`src/rtl/voice_pool_mixer_if.sv`:
```
// voice_pool_mixer_if
// Purpose: bundles the note-allocation and sample-mixing signals that run
//    between song_reader, the note_player voices, the mixer and the codec side.
// Signals:
//    beat                 48 Hz beat strobe
//    load_new_note        1-cycle strobe, note_to_load/duration_to_load valid
//    note_to_load         6-bit note index
//    duration_to_load     6-bit duration in beats
//    generate_next_sample codec sample request strobe
//    voice_playing        per-voice busy flags
//    voice_sample         packed voice samples, voice i at [i*SAMPLE_W +: SAMPLE_W]
//    voice_ready          per-voice sample-ready strobes
//    voice_load           one-hot 1-cycle load strobe towards the voices
//    voice_note           note that goes with voice_load
//    voice_duration       duration that goes with voice_load
//    note_dropped         1-cycle strobe, note discarded
//    active_voices        count of voices that are playing or reserved
//    sample_out           mixed sample, held between updates
//    new_sample_ready     1-cycle strobe, sample_out updated
// Modports: master drives the requests and voice status, slave is the mixer.

interface voice_pool_mixer_if #(
   parameter int NUM_VOICES = 4,
   parameter int SAMPLE_W   = 16
);
   localparam int ACT_W = $clog2(NUM_VOICES + 1);

   logic                           beat;
   logic                           load_new_note;
   logic [5:0]                     note_to_load;
   logic [5:0]                     duration_to_load;
   logic                           generate_next_sample;
   logic [NUM_VOICES-1:0]          voice_playing;
   logic [NUM_VOICES*SAMPLE_W-1:0] voice_sample;
   logic [NUM_VOICES-1:0]          voice_ready;
   logic [NUM_VOICES-1:0]          voice_load;
   logic [5:0]                     voice_note;
   logic [5:0]                     voice_duration;
   logic                           note_dropped;
   logic [ACT_W-1:0]               active_voices;
   logic [SAMPLE_W-1:0]            sample_out;
   logic                           new_sample_ready;

   modport master (
      output beat, load_new_note, note_to_load, duration_to_load,
             generate_next_sample, voice_playing, voice_sample, voice_ready,
      input  voice_load, voice_note, voice_duration, note_dropped,
             active_voices, sample_out, new_sample_ready
   );

   modport slave (
      input  beat, load_new_note, note_to_load, duration_to_load,
             generate_next_sample, voice_playing, voice_sample, voice_ready,
      output voice_load, voice_note, voice_duration, note_dropped,
             active_voices, sample_out, new_sample_ready
   );
endinterface

```
`src/rtl/voice_pool_mixer.sv`:
```
// voice_pool_mixer
// Purpose: hands each incoming note to a free note_player voice (or steals the
//    oldest one when all are busy), then on each codec request collects one
//    sample per voice and produces a scaled, saturated sum.
// Ports:
//    clk    system clock
//    reset  synchronous active-high reset
//    bus    voice_pool_mixer_if slave modport carrying all note, voice and
//           sample signals

module voice_pool_mixer #(
   parameter int NUM_VOICES = 4,
   parameter int SAMPLE_W   = 16,
   parameter int AGE_W      = 8,
   parameter int MIX_SHIFT  = 2,
   parameter int STEAL_EN   = 1,
   parameter int COLLECT_TO = 64
) (
   input logic               clk,
   input logic               reset,
   voice_pool_mixer_if.slave bus
);
   localparam int IDX_W = $clog2(NUM_VOICES);
   localparam int ACC_W = SAMPLE_W + $clog2(NUM_VOICES);
   localparam int CNT_W = $clog2(COLLECT_TO + 1);
   localparam int ACT_W = $clog2(NUM_VOICES + 1);
   localparam logic signed [ACC_W-1:0] SAT_MAX = {{(ACC_W-SAMPLE_W+1){1'b0}}, {(SAMPLE_W-1){1'b1}}};
   localparam logic signed [ACC_W-1:0] SAT_MIN = {{(ACC_W-SAMPLE_W+1){1'b1}}, {(SAMPLE_W-1){1'b0}}};

   typedef enum logic [1:0] {IDLE, COLLECT, SUM, OUT} mixState_e;

   logic [NUM_VOICES-1:0]       voiceLoad_q;
   logic [5:0]                  voiceNote_q;
   logic [5:0]                  voiceDur_q;
   logic                        noteDropped_q;
   logic [NUM_VOICES-1:0]       reserved_q;
   logic [1:0]                  resCnt_q [NUM_VOICES];
   logic [AGE_W-1:0]            age_q [NUM_VOICES];

   logic [NUM_VOICES-1:0]       freeMask;
   logic                        freeFound;
   logic [IDX_W-1:0]            freeIdx;
   logic [IDX_W-1:0]            oldestIdx;
   logic [AGE_W-1:0]            oldestAge;
   logic [IDX_W-1:0]            target;
   logic                        serve;
   logic [ACT_W-1:0]            activeCount;

   mixState_e                   state_q, state_d;
   logic [NUM_VOICES-1:0]       mask_q, maskNext;
   logic [CNT_W-1:0]            cnt_q;
   logic [IDX_W-1:0]            idx_q;
   logic signed [ACC_W-1:0]     acc_q;
   logic signed [ACC_W-1:0]     shifted;
   logic signed [SAMPLE_W-1:0]  samp_q [NUM_VOICES];
   logic [SAMPLE_W-1:0]         sampleOut_q;
   logic [SAMPLE_W-1:0]         satSample;
   logic                        newSample_q;

   // Pick the allocation target: the lowest free voice if there is one,
   // otherwise the oldest voice (the strict '>' keeps the lowest index on ties).
   // Reserved voices count as busy so a note loaded last cycle is not reused
   // before its voice has reported playing.
   always_comb begin
      freeMask  = ~(bus.voice_playing | reserved_q);
      freeFound = 1'b0;
      freeIdx   = '0;
      for (int i = NUM_VOICES - 1; i >= 0; i--) begin
         if (freeMask[i]) begin
            freeFound = 1'b1;
            freeIdx   = IDX_W'(i);
         end
      end
      oldestIdx = '0;
      oldestAge = age_q[0];
      for (int i = 1; i < NUM_VOICES; i++) begin
         if (age_q[i] > oldestAge) begin
            oldestAge = age_q[i];
            oldestIdx = IDX_W'(i);
         end
      end
      target = freeFound ? freeIdx : oldestIdx;
      serve  = bus.load_new_note && (freeFound || (STEAL_EN != 0));
   end

   // Register the load strobe with its note and duration, or flag the note
   // as dropped when nothing can take it.
   always_ff @(posedge clk) begin
      if (reset) begin
         voiceLoad_q   <= '0;
         voiceNote_q   <= '0;
         voiceDur_q    <= '0;
         noteDropped_q <= 1'b0;
      end else begin
         voiceLoad_q   <= '0;
         noteDropped_q <= 1'b0;
         if (serve) begin
            voiceLoad_q <= {{(NUM_VOICES-1){1'b0}}, 1'b1} << target;
            voiceNote_q <= bus.note_to_load;
            voiceDur_q  <= bus.duration_to_load;
         end else if (bus.load_new_note) begin
            noteDropped_q <= 1'b1;
         end
      end
   end

   // Per-voice reservation and age tracking. A reservation lasts until the
   // voice reports playing or four cycles have gone by. Ages clear on the
   // same edge the load strobe is issued, so a load beats a concurrent beat.
   always_ff @(posedge clk) begin
      if (reset) begin
         reserved_q <= '0;
         for (int i = 0; i < NUM_VOICES; i++) begin
            resCnt_q[i] <= '0;
            age_q[i]    <= '0;
         end
      end else begin
         for (int i = 0; i < NUM_VOICES; i++) begin
            if (serve && (target == IDX_W'(i))) begin
               reserved_q[i] <= 1'b1;
               resCnt_q[i]   <= '0;
               age_q[i]      <= '0;
            end else begin
               if (reserved_q[i]) begin
                  if (bus.voice_playing[i] || (resCnt_q[i] == 2'd3)) begin
                     reserved_q[i] <= 1'b0;
                  end else begin
                     resCnt_q[i] <= resCnt_q[i] + 2'd1;
                  end
               end
               if (bus.beat && bus.voice_playing[i] && (age_q[i] != '1)) begin
                  age_q[i] <= age_q[i] + AGE_W'(1);
               end
            end
         end
      end
   end

   // Occupancy count of voices that are either playing or reserved.
   always_comb begin
      activeCount = '0;
      for (int i = 0; i < NUM_VOICES; i++) begin
         activeCount = activeCount + ACT_W'(bus.voice_playing[i] | reserved_q[i]);
      end
   end

   // Mixer state register.
   always_ff @(posedge clk) begin
      if (reset) begin
         state_q <= IDLE;
      end else begin
         state_q <= state_d;
      end
   end

   // Mixer sequencing: collect until every voice has answered or the timeout
   // expires, add one voice per cycle, then publish the result.
   always_comb begin
      state_d  = state_q;
      maskNext = mask_q | bus.voice_ready;
      case (state_q)
         IDLE:    if (bus.generate_next_sample) state_d = COLLECT;
         COLLECT: if ((&maskNext) || (cnt_q == CNT_W'(COLLECT_TO - 1))) state_d = SUM;
         SUM:     if (idx_q == IDX_W'(NUM_VOICES - 1)) state_d = OUT;
         OUT:     state_d = IDLE;
         default: state_d = IDLE;
      endcase
   end

   // Scale the wide sum and clamp it into the output sample range.
   always_comb begin
      shifted = acc_q >>> MIX_SHIFT;
      if (shifted > SAT_MAX) begin
         satSample = SAT_MAX[SAMPLE_W-1:0];
      end else if (shifted < SAT_MIN) begin
         satSample = SAT_MIN[SAMPLE_W-1:0];
      end else begin
         satSample = shifted[SAMPLE_W-1:0];
      end
   end

   // Mixer datapath. Voices that never answered are masked out of the sum,
   // so stale samples from an earlier request never leak into this one.
   always_ff @(posedge clk) begin
      if (reset) begin
         mask_q      <= '0;
         cnt_q       <= '0;
         idx_q       <= '0;
         acc_q       <= '0;
         sampleOut_q <= '0;
         newSample_q <= 1'b0;
         for (int i = 0; i < NUM_VOICES; i++) begin
            samp_q[i] <= '0;
         end
      end else begin
         newSample_q <= 1'b0;
         case (state_q)
            IDLE: begin
               if (bus.generate_next_sample) begin
                  mask_q <= '0;
                  cnt_q  <= '0;
               end
            end
            COLLECT: begin
               mask_q <= maskNext;
               cnt_q  <= cnt_q + CNT_W'(1);
               for (int i = 0; i < NUM_VOICES; i++) begin
                  if (bus.voice_ready[i]) begin
                     samp_q[i] <= bus.voice_sample[i*SAMPLE_W +: SAMPLE_W];
                  end
               end
               if (state_d == SUM) begin
                  acc_q <= '0;
                  idx_q <= '0;
               end
            end
            SUM: begin
               if (mask_q[idx_q]) begin
                  acc_q <= acc_q + ACC_W'(samp_q[idx_q]);
               end
               idx_q <= idx_q + IDX_W'(1);
            end
            OUT: begin
               sampleOut_q <= satSample;
               newSample_q <= 1'b1;
            end
            default: ;
         endcase
      end
   end

   assign bus.voice_load       = voiceLoad_q;
   assign bus.voice_note       = voiceNote_q;
   assign bus.voice_duration   = voiceDur_q;
   assign bus.note_dropped     = noteDropped_q;
   assign bus.active_voices    = activeCount;
   assign bus.sample_out       = sampleOut_q;
   assign bus.new_sample_ready = newSample_q;
endmodule

```
`src/flat_wrapper.sv`:
```
// flat-port wrapper written by rule: the top's interface ports become plain ports
module voice_pool_mixer_flat 
#(
   parameter int NUM_VOICES = 4,
   parameter int SAMPLE_W   = 16,
   parameter int AGE_W      = 8,
   parameter int MIX_SHIFT  = 2,
   parameter int STEAL_EN   = 1,
   parameter int COLLECT_TO = 64
)
  (clk, reset, bus_beat, bus_load_new_note, bus_note_to_load, bus_duration_to_load, bus_generate_next_sample, bus_voice_playing, bus_voice_sample, bus_voice_ready, bus_voice_load, bus_voice_note, bus_voice_duration, bus_note_dropped, bus_active_voices, bus_sample_out, bus_new_sample_ready);
  voice_pool_mixer_if #(.NUM_VOICES(NUM_VOICES), .SAMPLE_W(SAMPLE_W)) bus_i ();
  input logic clk;
  input logic reset;
  input wire logic [$bits(bus_i.beat)-1:0] bus_beat;
  input wire logic [$bits(bus_i.load_new_note)-1:0] bus_load_new_note;
  input wire logic [$bits(bus_i.note_to_load)-1:0] bus_note_to_load;
  input wire logic [$bits(bus_i.duration_to_load)-1:0] bus_duration_to_load;
  input wire logic [$bits(bus_i.generate_next_sample)-1:0] bus_generate_next_sample;
  input wire logic [$bits(bus_i.voice_playing)-1:0] bus_voice_playing;
  input wire logic [$bits(bus_i.voice_sample)-1:0] bus_voice_sample;
  input wire logic [$bits(bus_i.voice_ready)-1:0] bus_voice_ready;
  output wire logic [$bits(bus_i.voice_load)-1:0] bus_voice_load;
  output wire logic [$bits(bus_i.voice_note)-1:0] bus_voice_note;
  output wire logic [$bits(bus_i.voice_duration)-1:0] bus_voice_duration;
  output wire logic [$bits(bus_i.note_dropped)-1:0] bus_note_dropped;
  output wire logic [$bits(bus_i.active_voices)-1:0] bus_active_voices;
  output wire logic [$bits(bus_i.sample_out)-1:0] bus_sample_out;
  output wire logic [$bits(bus_i.new_sample_ready)-1:0] bus_new_sample_ready;
  assign bus_i.beat = bus_beat;
  assign bus_i.load_new_note = bus_load_new_note;
  assign bus_i.note_to_load = bus_note_to_load;
  assign bus_i.duration_to_load = bus_duration_to_load;
  assign bus_i.generate_next_sample = bus_generate_next_sample;
  assign bus_i.voice_playing = bus_voice_playing;
  assign bus_i.voice_sample = bus_voice_sample;
  assign bus_i.voice_ready = bus_voice_ready;
  assign bus_voice_load = bus_i.voice_load;
  assign bus_voice_note = bus_i.voice_note;
  assign bus_voice_duration = bus_i.voice_duration;
  assign bus_note_dropped = bus_i.note_dropped;
  assign bus_active_voices = bus_i.active_voices;
  assign bus_sample_out = bus_i.sample_out;
  assign bus_new_sample_ready = bus_i.new_sample_ready;
  voice_pool_mixer #(.NUM_VOICES(NUM_VOICES), .SAMPLE_W(SAMPLE_W), .AGE_W(AGE_W), .MIX_SHIFT(MIX_SHIFT), .STEAL_EN(STEAL_EN), .COLLECT_TO(COLLECT_TO)) u_core (.clk(clk), .reset(reset), .bus(bus_i));
endmodule
```
`config.mk`:
```
export PLATFORM = sky130hd
export DESIGN_NAME = voice_pool_mixer_flat
export DESIGN_NICKNAME = d
export VERILOG_FILES = /design/src/rtl/voice_pool_mixer_if.sv /design/src/rtl/voice_pool_mixer.sv /design/src/flat_wrapper.sv
export SDC_FILE = /design/constraint.sdc
export NUM_CORES = 1
export LEC_CHECK = 0
export CORE_MARGIN = 2
export CORE_UTILIZATION = 49
export DETAILED_ROUTE_END_ITERATION = 10
export PLACE_DENSITY = 0.72
export SYNTH_ARGS = -nofsm -noshare
export SYNTH_HDL_FRONTEND = slang
export SYNTH_SLANG_ARGS = --single-unit
export TNS_END_PERCENT = 10
```
`constraint.sdc`:
```
create_clock -name clk -period 6.4 [get_ports clk]
set_input_delay 1.28 -clock clk [delete_from_list [all_inputs] [get_ports clk]]
set_output_delay 1.28 -clock clk [all_outputs]
set_load 0.01 [all_outputs]
```
* Word level (Yosys, flattened, before mapping)
Memories as Yosys holds them, arrays and structs flattened. A register that Yosys moved wholly into a read port is not among the register bits.
Index checks and enable logic that the tools add are counted.
** Operators by class
- Multipliers :: 0
- Bitwise logic cells :: 28
- Add/sub/neg operators :: 14
- Muxes and demuxes :: 124
- Div/mod/pow operators :: 0
- Magnitude comparators :: 6
- Shift operators :: 1
- Reductions and logical operators :: 26
- Eq/ne operators :: 20
** Operators by type and width (number)
- two-way mux 16 bit :: 6
- two-way mux 8 bit :: 10
- two-way mux 1 bit :: 77
- two-way mux 2 bit :: 21
- two-way mux 18 bit :: 2
- one-hot mux 18 bit (2 select lines) :: 1
- adder 8 x 1 -> 8 bit, second input constant :: 4
- inequality test 8 bit, second input constant :: 4
- > comparator 8 bit :: 3
- OR 1 bit :: 24
- == test 2 bit, second input constant :: 10
- adder 18 x 16 -> 18 bit :: 1
- > comparator 16 bit, second input constant :: 1
- less-than comparator 16 bit, second input constant :: 1
- one-hot mux 7 bit (2 select lines) :: 1
- logical AND 1 bit :: 12
- adder 2 x 1 -> 2 bit, second input constant :: 5
- adder 3 bit :: 3
- OR 4 bit :: 2
- one-hot mux 2 bit (4 select lines) :: 1
- one-hot mux 4 bit (2 select lines) :: 1
- adder 7 x 1 -> 7 bit, second input constant :: 1
- == test 7 x 6 -> 1 bit, second input constant :: 1
- two-way mux 7 bit :: 1
- 17 further kinds :: 26
** Word-level totals
- Bits in read-only memories :: 0
- Bits in writable memories :: 104
- Bits in latches :: 0
- Flip-flop bits (word level) :: 70
- Output and inout port bits :: 37
- Memories :: 3
- Input port bits :: 89
- Word-level logic and storage cells :: 233
** Memories
- u_core.samp_q :: depth 4, width 16, rd ports 1, clocked after Yosys merged registers in 1, write ports 4, RTL line voice_pool_mixer.sv:55 : logic signed [SAMPLE_W-1:0] samp_q [NUM_VOICES];
- u_core.age_q :: depth 4, width 8, rd ports 4, clocked after Yosys merged registers in 0, write ports 4, RTL line voice_pool_mixer.sv:38 : logic [AGE_W-1:0] age_q [NUM_VOICES];
- u_core.resCnt_q :: depth 4, width 2, rd ports 4, clocked after Yosys merged registers in 0, write ports 4, RTL line voice_pool_mixer.sv:37 : logic [1:0] resCnt_q [NUM_VOICES];

* Longest topological paths before layout
Gate-level depths: netlist of the first run.
An unclocked memory read counts as a cell.
- Depth in word-level cells :: 15
- Mapped depth :: 26
- Gate-level depth less buffers :: 23

* Least setup slack after synthesis of the first run
No wires, ideal clock.
- Path kind :: flip-flop to flip-flop
- From :: memory u_core.age_q[1][3]
- To :: memory u_core.age_q[0][0] (enable)
- Arrival :: 4729 ps
- Clock period less this slack :: 5057 ps
- Data required time :: 6072 ps
- Buffers on the path :: 2
- Library setup time :: 328 ps
- Cell stages (with the launch flop) :: 22
- Setup slack :: 1343 ps
- Cell sequence :: edfxtp_1 > ha_1 > nand4_1 > o31a_1 > a31oi_1 > mux2i_1 > ha_1 > nor2b_1 > o21a_1 > o21ai_0 > a21o_1 > buf_2 > clkbuf_1 > o21ai_0 > ha_1 > nor2b_1 > o211ai_1 > a21oi_1 > o21ai_1 > a21oi_1 > nor3_1 > or3_1
** RTL lines (RTL line)
- start, declared :: voice_pool_mixer.sv:38

==> results of run 1 <==
## Yosys cell counts (3+ instances only)
| library cell | count | area [µm²] |
|---|---|---|
| and3_1 | 73 | 457 |
| o21a_1 | 4 | 30.0 |
| edfxtp_1 | 104 | 3120 |
| or3_1 | 5 | 31.3 |
| o21ai_1 | 3 | 15.0 |
| dfxtp_1 | 72 | 1440 |
| o211ai_1 | 4 | 30.0 |
| nand2b_1 | 6 | 37.5 |
| o32ai_1 | 3 | 26.3 |
| a21o_1 | 16 | 120 |
| nand4_1 | 12 | 75.1 |
| a21oi_1 | 38 | 190 |
| nand3_1 | 32 | 160 |
| and4_1 | 4 | 35.0 |
| a31oi_1 | 7 | 43.8 |
| o21ai_0 | 21 | 105 |
| mux4_2 | 17 | 383 |
| nor2_1 | 99 | 372 |
| xor2_1 | 18 | 158 |
| nand2_1 | 51 | 191 |
| a31o_2 | 3 | 26.3 |
| xnor2_1 | 24 | 210 |
| mux2i_1 | 37 | 370 |
| a221oi_1 | 3 | 26.3 |
| or2_2 | 3 | 18.8 |
| o21bai_1 | 4 | 30.0 |
| nor4_1 | 6 | 37.5 |
| a211oi_1 | 3 | 22.5 |
| buf_1 | 5 | 18.8 |
| ha_1 | 59 | 738 |
| clkbuf_1 | 26 | 97.6 |
| nor3_1 | 7 | 35.0 |
| inv_1 | 28 | 105 |
| a22oi_1 | 3 | 22.5 |
| buf_2 | 9 | 45.0 |
| nor2b_1 | 6 | 37.5 |
## layout by cell type, fill, tap and decap left out, drive strengths merged, types with 5 or more instances in the layout
cell,instances
nand2,51
xnor2,24
nand2b,6
clkinv,5
nand4,12
nor4,6
nor2,99
o21ai,24
ha,59
nor3,7
buf,9
clkdlybuf4s50,123
a21oi,38
a31oi,7
a21o,16
inv,37
dfxtp,72
xor2,18
mux4,17
nor2b,6
and3,74
or3,5
clkbuf,17
edfxtp,104
mux2i,37
nand3,32
## state kept, by name (all words and copies together) (netlist names), named ones only
signal	count
u_core.bus.sample_out	16
u_core.acc_q	18
u_core.state_q	2
u_core.samp_q	64
u_core.bus.voice_load	4
u_core.bus.voice_note	6
u_core.idx_q	2
u_core.mask_q	4
u_core.age_q	32
u_core.bus.new_sample_ready	1
u_core.reserved_q	4
u_core.cnt_q	7
u_core.bus.voice_duration	6
u_core.resCnt_q	8
## critical path: stages, from the launching register on
cell and delay (ns):
edfxtp_1 0.45, inv_1 0.11, ha_1 0.30, nand4_1 0.14, o31a_1 0.28, a31oi_1 0.33
mux2i_1 0.33, ha_1 0.29, nor2b_1 0.14, o21a_1 0.17, o21ai_0 0.17, a21o_1 0.47
mux2_2 0.40, ha_1 0.27, nand4_1 0.08, or3_1 0.33, o21ai_1 0.25, a21oi_1 0.22
nor3_1 0.46, or3_1 0.37
## cell type report
class	instances	area [µm²]	area share, %
multi-input cells	611	4420	39.1
well taps	234	293	2.60
repair buffers	132	1300	11.5
inverters	28	105	0.932
flip-flops and latches	176	4560	40.5
clock buffers	17	425	3.77
clock inverters	15	180	1.60
## worst max-delay path by stage
stage	from	to	slack, ns	depth (start not counted)
floorplan	u_core.age_q[1][3]$_SDFFCE_PN0P_	u_core.age_q[0][0]$_SDFFCE_PN0P_	1.34	21
global placement	u_core.age_q[1][3]$_SDFFCE_PN0P_	u_core.age_q[0][3]$_SDFFCE_PN0P_	0.81	18
detailed placement	u_core.age_q[1][3]$_SDFFCE_PN0P_	u_core.age_q[0][3]$_SDFFCE_PN0P_	0.68	18
CTS	u_core.age_q[1][3]$_SDFFCE_PN0P_	u_core.age_q[0][4]$_SDFFCE_PN0P_	0.58	18
global route	u_core.age_q[1][3]$_SDFFCE_PN0P_	u_core.age_q[0][4]$_SDFFCE_PN0P_	0.06	18
finish	u_core.age_q[0][2]$_SDFFCE_PN0P_	u_core.age_q[0][4]$_SDFFCE_PN0P_	0.51	19
## power groups by stage
stage | Sequential, mW | Clock (mW) | Combinational (mW)
6_report | 1.31 | 1.04 | 0.480
5_1_grt | 1.32 | 1.10 | 0.534
4_1_cts | 1.31 | 1.06 | 0.480
2_1_floorplan | 1.32 | 0 | 0.322
3_3_place_gp | 1.33 | 0 | 0.464
3_5_place_dp | 1.34 | 0 | 0.475
## per-layer routing
metal	vias to the layer above	GRT usage [%]	routed length, µm
li1	3387	-	-
met1	3273	28.7	9350
met2	183	34.1	9650
met3	24	3.10	899
met4	0	6.95	282
met5	-	0	0
## per-stage QoR
stage          power [mW]  hold WS, ns
2_1_floorplan        1.65        0.436
3_5_place_dp         1.81        0.456
4_1_cts              2.85        0.464
3_3_place_gp         1.80        0.443
6_report             2.83        0.458
5_1_grt              2.96        0.482
## kinds of logic after synthesis
logic type | after synthesis | synth area share [%]
flops | 176 | 49.3
fa+ha+maj | 61 | 8.41
compound gates | 136 | 9.95
simple gates | 316 | 17.1
xor+xnor | 42 | 3.98
buf+inv | 69 | 2.96
other cells | 1 | 0.0405
mux | 55 | 8.26
==> metrics.yaml, run 1 <==
detailed_routing:
  vias: 6867
  wl_um: 20200
  drt_iter0_drc: 400
  routed_via_density: 5.66
  ant_nets: 0
  drc: 0
  wire_per_inst_um: 16.6
  first_pass_iters: 5
clock_tree:
  clk_latency_ns: 0.44
  clkTransAtPathRegs_ns: 0.07
  cts_tree: "built"
  cts.repair.resized: 0
  htreeDepth: 4
  cts_hold_buf: 0
  numCtsBuffers: 17
  cts_sinks: 176
  post_cts_buffers: 0
  clock_path_buffers: 2
  cts-root-buf: "clkbuf_16"
global_routing:
  gr-total-overflow: 0
  grt_pass1_wl_um: 33000
  grt_max_degree: 65
  grtUsageTotal_pct: 20.9
  antenna_found_initial: 0
  grt_pass1_vias: 6550
sta:
  fin_ws_ns: 0.506
  max_freq_mhz: 170
  skew_ns: 0.00771
  worst_pin_slew_ns: 1.17
  finalMaxSlewViolations: 0
  hold_violations: 0
  rsz0062_at_grt: "no"
  setup_tns_ns: 0
  slew_headroom_pct: 21.9
  min_period_over_period_pct: 92.1
  fin_crit_ns: 5.89
  setup_viol: 0
placed_design:
  dpl.hpwl_um: 14800
  dp_cells: 1181
  pre_cts_ws_ns: 0.676
  place_area_mm2: 0.0107
  gp_congestion: 0.859
  io_buffer_count: 124
power:
  combPwrFrac_pct: 17.0
  power.density_mw_per_mm2: 251
  leakage_nw: 4.60
  ir_drop_mv: 0.199
  pwr-share-clk_pct: 36.6
  p_int_mw: 2.02
  seqPwrFrac_pct: 46.4
  swShare_pct: 28.8
  switching_power_uw: 813
critical_path:
  worstSetupEndpointType: "register"
  critPathArrivalTime_ns: 6.00
  cp.required_ns: 6.51
  r2r-start: "u_core.age_q[0][2]$_SDFFCE_PN0P_"
  reg2reg_to: "u_core.age_q[0][4]$_SDFFCE_PN0P_"
  r2r.worst_path.cells: 19
  critical_path_class: "register to register"
  startpoint_type: "register"
  reg2reg_slack_ns: 0.51
  path_max_fanout: 19
final_layout:
  synthToLayoutAreaGrowth_pct: 21.9
  stdcell_count: 1213
  nets: 1116
  post-route-util_pct: 60.5
  fillers: 1527
  diodes: 0
  fin_area_mm2: 0.0113
  drive_above_1_share_pct: 7.25
die:
  rows: 50
  die_y_um: 141
  core_area_mm2: 0.0186
  start_util_pct: 49.6
  die-area_mm2: 0.0200
  num_io_pins: 126
  die_w_um: 141
min_path:
  hold_class: "register to register"
  holdPathEnd: "u_core.acc_q[0]$_SDFFE_PP0P_"
  min_path_cells: 2
  hp-start: "u_core.acc_q[0]$_SDFFE_PP0P_"
synth:
  synthArstFlopShare_pct: 0
  synth_enable_flop_cells: 104
  synthFlopType: "edfxtp_1"
  syn_inst: 856
  syn_avg_cell_area_um2: 10.8
  ys_seq_area_share_pct: 49.3
  synth_seq_cells: 176
  syn_nets: 1006
  yosys_warnings: 0
  synthDistinctLibCells: 67
  syn_area_mm2: 0.00925
job:
  cap_viol_max_count: 0
status:
  outcome: "finished, final reports clean"
(Power assumes the default switching activity.)
==> inputs of run 2 (changes only) <==
--- a/config.mk
+++ b/config.mk
@@ -7,2 +7,3 @@
 export LEC_CHECK = 0
+export ABC_CLOCK_PERIOD_IN_PS = 6400
 export CORE_MARGIN = 2
--- a/constraint.sdc
+++ b/constraint.sdc
@@ -3,2 +3,2 @@
 set_output_delay 1.28 -clock clk [all_outputs]
-set_load 0.01 [all_outputs]
+set_load 0.1 [all_outputs]
==> run 2 against run 1 <==
Net effect: cell count unchanged; via count up 0.32%; critical path depth down 1; non-clock buffer count unchanged; sequential share of layout area about the same; combinational power up 15%; maximum frequency up 0.77%; critical endpoint unchanged; utilization about the same; clock-buffer cell count unchanged; total power up 2.8%.
==> metrics.yaml, run 2 (synthesis results as in run 1) <==
die:
  rows: 50  # unchanged
  core_area_mm2: 0.0186  # unchanged
  start_util_pct: 49.6  # unchanged
  die_y_um: 141  # unchanged
  num_io_pins: 126  # unchanged
  die_w_um: 141  # unchanged
  die-area_mm2: 0.0200  # unchanged
power:
  leakage_nw: 4.60  # about the same
  power.density_mw_per_mm2: 258  # was 251 mW/mm²
  ir_drop_mv: 0.171  # was 0.199 mV
global_routing:
  grt_max_degree: 65  # unchanged
  grtUsageTotal_pct: 21.2  # was 20.9%
  grt_most_used_layer: "met2"  # unchanged
  grt_use_met1_pct: 28.5  # was 28.7%
  gr-total-overflow: 0  # unchanged
  use_met2_pct: 35.1  # was 34.1%
  antenna_found_initial: 0  # unchanged
  grt_pass1_wl_um: 33500  # was 33000 µm
  grt_use_met3_pct: 3.41  # was 3.10%
  grt_pass1_vias: 6680  # was 6550
status:
  outcome: "finished, final reports clean"  # unchanged
min_path:
  min_path_cells: 2  # unchanged
  hold_class: "register to register"  # unchanged
  holdPathEnd: "u_core.acc_q[0]$_SDFFE_PP0P_"  # unchanged
  hp-start: "u_core.acc_q[0]$_SDFFE_PP0P_"  # unchanged
clock_tree:
  cts.repair.resized: 0  # unchanged
  cts_hold_buf: 0  # unchanged
  clk_latency_ns: 0.44  # about the same
  post_cts_buffers: 0  # unchanged
  numCtsBuffers: 17  # unchanged
  clock_path_buffers: 2  # unchanged
  cts-root-buf: "clkbuf_16"  # unchanged
  htreeDepth: 4  # unchanged
  cts_sinks: 176  # unchanged
  cts_tree: "built"  # unchanged
  clkTransAtPathRegs_ns: 0.08  # was 0.07 ns
final_layout:
  nets: 1116  # unchanged
  synthToLayoutAreaGrowth_pct: 21.8  # was 21.9%
  fillers: 1530  # was 1527
  diodes: 0  # unchanged
  stdcell_count: 1213  # unchanged
  drive_above_1_share_pct: 7.56  # was 7.25%
  top_regs: "u_core.samp_q x64, u_core.age_q x32, u_core.acc_q x18"  # unchanged
  largest_reg_flops: 64  # unchanged
  layout_commonest_cell: "clkdlybuf4s50_1"  # unchanged
  regMostFlops: "u_core.samp_q"  # unchanged
  most-common-layout-cells: "120 x clkdlybuf4s50_1, 104 x edfxtp_1, 99 x nor2_1, 73 x and3_1, 72 x dfxtp_1"  # was 123 x clkdlybuf4s50_1, 104 x edfxtp_1, 99 x nor2_1, 73 x and3_1, 72 x dfxtp_1
  fin_area_mm2: 0.0113  # about the same
detailed_routing:
  drc: 0  # unchanged
  first_pass_iters: 4  # was 5
  vias: 6889  # was 6867
  routed_via_density: 5.68  # was 5.66
  wire_per_inst_um: 16.9  # was 16.6 µm
  drt_iter0_drc: 417  # was 400
  wl_um: 20500  # was 20200 µm
  ant_nets: 0  # unchanged
sta:
  max_freq_mhz: 171  # was 170 MHz
  setup_tns_ns: 0  # unchanged
  min_period_over_period_pct: 91.4  # was 92.1%
  worst_pin_slew_ns: 1.09  # was 1.17 ns
  skew_ns: 0.0123  # was 0.00771 ns
  setup_viol: 0  # unchanged
  slew_headroom_pct: 27.6  # was 21.9%
  fin_crit_ns: 5.85  # was 5.89 ns
  rsz0062_at_grt: "no"  # unchanged
  finalMaxSlewViolations: 0  # unchanged
  hold_violations: 0  # unchanged
job:
  cap_viol_max_count: 0  # unchanged
critical_path:
  path_max_fanout: 19  # unchanged
  cp.required_ns: 6.50  # was 6.51 ns
  critPathArrivalTime_ns: 5.95  # was 6.00 ns
  cp_slowest_stage_delay_ns: 0.49  # was 0.47 ns
  reg2reg_to: "u_core.age_q[0][4]$_SDFFCE_PN0P_"  # unchanged
  critical_path_class: "register to register"  # unchanged
  startpoint_type: "register"  # unchanged
  slowest_stage: "edfxtp_1"  # was a21o_1
  crit_buf_inv: 0  # was 1
  critical_path.top_delay_family: "compound AO/OA/AOI/OAI gates"  # unchanged
  reg2reg_slack_ns: 0.55  # was 0.51 ns
  r2r-start: "u_core.age_q[1][3]$_SDFFCE_PN0P_"  # was u_core.age_q[0][2]$_SDFFCE_PN0P_
  crit_top_cell: "ha_1"  # unchanged
  worstPathCellList: "ha_1 -> nand4_1 -> o31a_1 -> a31oi_1 -> mux2i_1 -> ha_1 -> nor2b_1 -> o21a_1 -> o21ai_0 -> a21o_1 -> mux2_2 -> ha_1 -> nand4_1 -> or3_1 -> o21ai_1 -> a21oi_1 -> nor3_1 -> or3_1"  # was inv_1 -> ha_1 -> nand4_1 -> o31a_1 -> a31oi_1 -> mux2i_1 -> ha_1 -> nor2b_1 -> o21a_1 -> o21ai_0 -> a21o_1 -> mux2_2 -> ha_1 -> nand4_1 -> or3_1 -> o21ai_1 -> a21oi_1 -> nor3_1 -> or3_1
  r2r.worst_path.cells: 18  # was 19
  worstSetupEndpointType: "register"  # unchanged
placed_design:
  gp_congestion: 0.896  # was 0.859
  place_area_mm2: 0.0107  # about the same
  io_buffer_count: 124  # unchanged
  dpl.hpwl_um: 15000  # was 14800 µm
  dp_cells: 1181  # unchanged
-- run 2: how the worst max path moves through the flow --
| stage | from | end | slack [ns] | cells past startpoint |
|---|---|---|---|---|
| floorplan | u_core.age_q[1][3]$_SDFFCE_PN0P_ | u_core.age_q[0][0]$_SDFFCE_PN0P_ | 1.34 | 21 |
| global placement | u_core.age_q[1][3]$_SDFFCE_PN0P_ | u_core.age_q[0][3]$_SDFFCE_PN0P_ | 0.83 | 18 |
| detailed placement | u_core.age_q[1][3]$_SDFFCE_PN0P_ | u_core.age_q[0][4]$_SDFFCE_PN0P_ | 0.64 | 18 |
| CTS | u_core.age_q[1][3]$_SDFFCE_PN0P_ | u_core.age_q[0][4]$_SDFFCE_PN0P_ | 0.62 | 18 |
| global route | u_core.age_q[0][2]$_SDFFCE_PN0P_ | u_core.age_q[0][7]$_SDFFCE_PN0P_ | 0.05 | 20 |
| finish | u_core.age_q[1][3]$_SDFFCE_PN0P_ | u_core.age_q[0][4]$_SDFFCE_PN0P_ | 0.55 | 18 |
-- run 2: report_power, final --
group,switching [mW],total [mW],internal [mW]
logic,0.340,0.554,0.214
registers,0.0433,1.31,1.27
clock network,0.511,1.04,0.531
-- run 2: layout make-up --
class | count | area [µm²] | area share, %
Inverter | 28 | 105 | 0.932
Tap cell | 234 | 293 | 2.60
Timing Repair Buffer | 132 | 1290 | 11.4
Multi-Input combinational cell | 611 | 4420 | 39.2
Clock inverter | 15 | 180 | 1.60
Sequential cell | 176 | 4560 | 40.5
Clock buffer | 17 | 425 | 3.77
-- run 2: worst register-to-register path, stage by stage (launching register included) --
cell,delay (ns)
edfxtp_1,0.49
ha_1,0.38
nand4_1,0.14
o31a_1,0.28
a31oi_1,0.31
mux2i_1,0.33
ha_1,0.29
nor2b_1,0.13
o21a_1,0.15
o21ai_0,0.16
a21o_1,0.47
mux2_2,0.40
ha_1,0.28
nand4_1,0.08
or3_1,0.35
o21ai_1,0.26
a21oi_1,0.20
nor3_1,0.43
or3_1,0.38
-- run 2: per-stage QoR --
step / hold slack (ns) / worst slack (ns) / utilization (%) / power (mW)
global route: 0.493 / 0.0459 / 60.5 / 3.03
detailed placement: 0.460 / 0.642 / 57.2 / 1.89
floorplan: 0.436 / 1.34 / - / 1.72
CTS: 0.470 / 0.619 / 60.5 / 2.92
global placement: 0.443 / 0.830 / 57.2 / 1.87
finish: 0.465 / 0.551 / 60.5 / 2.91
-- run 2: per-layer routing --
metal | share of wire (%) | wire length (µm)
met2 | 47 | 9730
met1 | 47 | 9560
met5 | 0 | 0
met3 | 4.1 | 837
met4 | 1.7 | 354
